==> src/rtl/seq_multiplier.sv <==
// -----------------------------------------------------------------------------
// seq_multiplier
//   Sequential shift-add multiplier. It adds one partial product per clock, so
//   a 2*WIDTH-bit product is ready WIDTH cycles after the accepting edge. A
//   start/done handshake frames each operation. Back-to-back operation is
//   supported: a start sampled in the DONE state is accepted straight away.
//
//   Optional build macro:
//     SEQ_MUL_SIGNED_EN - operands and product are two's complement. The core
//                         multiplies the operand magnitudes and negates the
//                         result when it writes product. Latency is unchanged.
//
//   Parameters:
//     WIDTH    operand width, 2..16 (default 8)
//
//   Ports:
//     clk      in   system clock, rising edge
//     reset    in   asynchronous active-high reset, clears all state
//     start    in   request, sampled only in IDLE or DONE
//     a        in   multiplicand [WIDTH-1:0], captured on the accepting edge
//     b        in   multiplier   [WIDTH-1:0], captured on the accepting edge
//     busy     out  high while the multiply is in progress (CALC)
//     done     out  one-cycle pulse, product valid from this cycle on
//     product  out  result register [2*WIDTH-1:0], held until next result
// -----------------------------------------------------------------------------
module seq_multiplier #(
   parameter int WIDTH = 8
) (
   input  logic                 clk,
   input  logic                 reset,
   input  logic                 start,
   input  logic [WIDTH-1:0]     a,
   input  logic [WIDTH-1:0]     b,
   output logic                 busy,
   output logic                 done,
   output logic [2*WIDTH-1:0]   product
);

   localparam int PW = 2 * WIDTH;
   localparam int CW = $clog2(WIDTH);

   localparam logic [1:0] S_IDLE = 2'd0;
   localparam logic [1:0] S_CALC = 2'd1;
   localparam logic [1:0] S_DONE = 2'd2;

   logic [1:0]       state_q,   state_d;
   logic [PW-1:0]    mcand_q,   mcand_d;
   logic [WIDTH-1:0] mplier_q,  mplier_d;
   logic [PW-1:0]    acc_q,     acc_d;
   logic [CW-1:0]    cnt_q,     cnt_d;
   logic [PW-1:0]    product_q, product_d;
   logic             neg_q,     neg_d;
   logic             busy_q,    busy_d;
   logic             done_q,    done_d;

   logic [WIDTH-1:0] a_mag;
   logic [WIDTH-1:0] b_mag;
   logic             neg_in;
   logic [PW-1:0]    sum;
   logic             last;

   // Condition the operands before capture. In the signed build the core only
   // sees magnitudes. -(-2^(WIDTH-1)) wraps to 2^(WIDTH-1), and that value is
   // exact when the WIDTH-bit register is read as unsigned.
`ifdef SEQ_MUL_SIGNED_EN
   always_comb begin
      a_mag  = a[WIDTH-1] ? -a : a;
      b_mag  = b[WIDTH-1] ? -b : b;
      neg_in = a[WIDTH-1] ^ b[WIDTH-1];
   end
`else
   always_comb begin
      a_mag  = a;
      b_mag  = b;
      neg_in = 1'b0;
   end
`endif

   // Accumulator value after this cycle's partial product.
   assign sum  = acc_q + (mplier_q[0] ? mcand_q : '0);
   assign last = (cnt_q == CW'(WIDTH - 1));

   always_comb begin
      state_d   = state_q;
      mcand_d   = mcand_q;
      mplier_d  = mplier_q;
      acc_d     = acc_q;
      cnt_d     = cnt_q;
      product_d = product_q;
      neg_d     = neg_q;

      case (state_q)
         S_IDLE, S_DONE: begin
            if (start) begin
               mcand_d  = {{WIDTH{1'b0}}, a_mag};
               mplier_d = b_mag;
               neg_d    = neg_in;
               acc_d    = '0;
               cnt_d    = '0;
               state_d  = S_CALC;
            end else begin
               state_d  = S_IDLE;
            end
         end
         S_CALC: begin
            acc_d    = sum;
            mcand_d  = mcand_q << 1;
            mplier_d = mplier_q >> 1;
            cnt_d    = cnt_q + CW'(1);
            // The final partial sum goes straight into product. This saves a
            // cycle compared with passing it through acc first.
            if (last) begin
               product_d = neg_q ? -sum : sum;
               state_d   = S_DONE;
            end
         end
         default: state_d = S_IDLE;
      endcase

      busy_d = (state_d == S_CALC);
      done_d = (state_d == S_DONE);
   end

   always_ff @(posedge clk or posedge reset) begin
      if (reset) begin
         state_q   <= S_IDLE;
         mcand_q   <= '0;
         mplier_q  <= '0;
         acc_q     <= '0;
         cnt_q     <= '0;
         product_q <= '0;
         neg_q     <= 1'b0;
         busy_q    <= 1'b0;
         done_q    <= 1'b0;
      end else begin
         state_q   <= state_d;
         mcand_q   <= mcand_d;
         mplier_q  <= mplier_d;
         acc_q     <= acc_d;
         cnt_q     <= cnt_d;
         product_q <= product_d;
         neg_q     <= neg_d;
         busy_q    <= busy_d;
         done_q    <= done_d;
      end
   end

   assign busy    = busy_q;
   assign done    = done_q;
   assign product = product_q;

endmodule
==> config.mk <==
export PLATFORM = sky130hd
export DESIGN_NAME = seq_multiplier
export DESIGN_NICKNAME = d
export VERILOG_FILES = /design/src/rtl/seq_multiplier.sv
export SDC_FILE = /design/constraint.sdc
export NUM_CORES = 1
export LEC_CHECK = 0
export CORE_UTILIZATION = 45
export CTS_CLUSTER_DIAMETER = 80
export DETAILED_ROUTE_END_ITERATION = 16
export GPL_TIMING_DRIVEN = 0
export PLACE_DENSITY = 0.66
export SYNTH_ARGS = -nofsm -noshare
export SYNTH_HDL_FRONTEND = slang
export SYNTH_SLANG_ARGS = --single-unit
==> constraint.sdc <==
create_clock -name clk -period 5.6 [get_ports clk]
set_clock_uncertainty 0.15 [all_clocks]
set_input_delay 0.56 -clock clk [delete_from_list [all_inputs] [get_ports clk]]
set_output_delay 0.56 -clock clk [all_outputs]
set_load 0.005 [all_outputs]
==> impl_metrics.tcl <==
set metrics [dict create \
    clock_latency_ps 330 \
    clk_pin_slew_ps 70 \
    wire_per_inst_um 15.6 \
    hold_buffers 0 \
    vdd_ir_drop_max_uv 258 \
    nNetsFinal 470 \
    min_period_over_period_pct 53.3 \
    hold_class "reg2reg" \
    grt_pass1_vias 2903 \
    worst_pin_slew_ps 948 \
    num_rows 31 \
    die_h_um 90.0 \
    drv_cap 0 \
    track_usage_pct 22.2 \
    endpoint_kind "flip-flop" \
    tns_ps 0 \
    holdWs_ps 328 \
    syn_inst 385 \
    antenna_found_initial 0 \
    startpoint_type "flip-flop" \
    cts.sinks 63 \
    synthArstFlopShare_pct 100 \
    hpwl_mm 6.10 \
    start_util_pct 47.3 \
    synth-edff-count 0 \
    hold_end "product[5]" \
    crit_arrival_ps 3030 \
    drive_gt1_share_pct 4.81 \
    insertedDiodeCount 0 \
    final_antenna_net_count 0 \
    hold_start "product[5]" \
    synth_commonest_cells "nand2_1, dfrtp_1, nor2_1" \
    rsz0062_at_grt "no" \
    cts_resized 0 \
    worstReg2RegEnd "acc_q[14]" \
    p_per_area_nw_per_um2 674 \
    dieArea_sq_um 8100 \
    ys_seq_area_share_pct 45.2 \
    cp-startpoint "mplier_q[0]" \
    cts_htree_levels 3 \
    status "completed" \
    crit_path_max_fanout 10 \
    synth_most_common_cell "nand2_1" \
    maxSlewHeadroom_pct 36.6 \
    dr.first_iter.drc_count 207 \
    power.leakage_nw 1.89 \
    synthTopCellsByArea "dfrtp_1, nand2_1, ha_1" \
    postCtsSetupRepairBufs 0 \
    syn_area_sq_um 3490 \
    avgSynthCellArea_sq_um 9.05 \
    cts_tree "done" \
    vias 2963 \
    nFillCells 671 \
    r2r_slack_ps 2610 \
    clockRootBuffer "clkbuf_8" \
    dr.pass1.iters 4 \
    grt_max_degree 35 \
    portBuffers 36 \
    vias_per_cell 5.53 \
    clockBufferDepth 2 \
    grt_pass1_wl_mm 14.4 \
    coreArea_sq_um 7370 \
    synth_seq_cells 63 \
    synth_nets 422 \
    yosysTopAreaCell "dfrtp_1" \
    routed_wl_mm 8.35 \
    ios 37 \
    r2r_cells 9 \
    hold_violations 0 \
    area_growth_pct 20.6 \
    synth.distinct_cells 54 \
    layout_min_cycle_time_ps 2990 \
    cts_buffers 9 \
    crit_required_ps 5640 \
    slew_viol_final 0 \
    critical_path_class "reg2reg" \
    gp_congestion 0.927 \
    r2r_start "mplier_q[0]" \
    drc 0 \
    synth_top_area_share_pct 45.2 \
    setup_viol 0 \
    holdPathStages 2 \
    fmax_mhz 335 \
    die_w_um 90.0 \
    ys_warn_count 0 \
    synth_top_flop_cell "dfrtp_1" \
    grt_overflow 0 \
]
-- flip-flops by register name, summed over array words and instances (netlist names) --
| name | count |
|---|---|
| mplier_q | 8 |
| state_q | 2 |
| busy | 1 |
| acc_q | 16 |
| mcand_q | 16 |
| done | 1 |
| cnt_q | 3 |
| product | 16 |
-- layout make-up --
type                            count  area, sq um  share of cell area (%)
Buffer                             26          108                    2.56
Clock buffer                       12          145                    3.45
Clock inverter                      3         67.6                    1.61
Inverter                            4         15.0                   0.357
Multi-Input combinational cell    292         1790                    42.5
Sequential cell                    63         1580                    37.5
Tap cell                           99          124                    2.95
Timing Repair Buffer               37          380                    9.05
-- cell usage in the layout (no fill, tap or decap), types with 4 or more instances in the layout --
cell type / synthesis / layout
xor2_1: 4 / 4
dfrtp_1: 63 / 63
a22o_1: 14 / 14
nor2_1: 31 / 31
clkbuf_1: 23 / 25
a31oi_1: 18 / 18
nor2b_1: 4 / 4
nand2_1: 72 / 72
clkdlybuf4s50_1: 0 / 36
o21ai_0: 18 / 18
nand3_1: 10 / 10
a21oi_1: 15 / 15
and2_1: 15 / 15
clkbuf_8: 0 / 10
mux2i_1: 7 / 7
nand4_1: 7 / 7
and3_1: 5 / 5
a21o_1: 4 / 4
ha_1: 17 / 17
-- through the flow --
| step | area, sq um | instances | power, mW | setup slack [ps] | utilization [%] |
|---|---|---|---|---|---|
| after floorplan | 3490 | 385 | 1.92 | 2920 | - |
| after global placement | 3970 | 520 | 2.35 | 2170 | 53.9 |
| after detailed placement | 3990 | 521 | 2.40 | 2470 | 54.1 |
| after CTS | 4200 | 536 | 2.84 | 2590 | 57.0 |
| after global routing | 4200 | 536 | 3.08 | 2400 | 57.0 |
| final | 4200 | 536 | 2.83 | 2610 | 57.0 |
-- power by group --
group          switching, mW  internal (mW)
logic                  0.906          0.670
registers              0.139          0.683
clock network          0.173          0.261
total                   1.22           1.61
-- layer usage --
| layer | part of all wire [%] | wire length, um | up-vias | track usage (%) |
|---|---|---|---|---|
| met3 | 5.2 | 430 | 8 | 2.88 |
| met1 | 49 | 4060 | 1405 | 32.9 |
| met4 | 0.89 | 74 | 0 | 7.12 |
| li1 | - | - | 1472 | - |
| met5 | 0 | 0 | - | 0 |
| met2 | 45 | 3780 | 78 | 33.6 |
-- worst max path at each step --
stage	end	slack, ps	depth (start not counted)
2_1_floorplan	product[14]	2920	9
3_3_place_gp	mcand_q[15]	2170	2
3_5_place_dp	acc_q[13]	2470	7
4_1_cts	product[14]	2590	9
5_1_grt	product[14]	2400	9
6_report	acc_q[14]	2610	9
-- worst max-delay path, stage by stage, from the launching register on --
cell	delay [ps]
dfrtp_1	470
clkbuf_1	220
and2_1	180
ha_1	210
fa_1	410
a21o_1	200
a221o_1	430
a41o_1	310
mux2i_1	160
o311ai_1	110
-- kinds of logic (layout without fill, tap and decap cells) --
group	Yosys count	count (layout)	share of synthesized area, %
adders and majority gates	18	18	6.68
DFF	63	63	45.2
AOI/OAI and AO/OA	99	99	19.2
and+or+nand+nor	161	161	21.6
buffers and inverters	30	82	3.52
muxes	7	7	2.01
xor gates and xnor gates	7	7	1.76
Note: power is estimated with default switching activity, not from simulation.
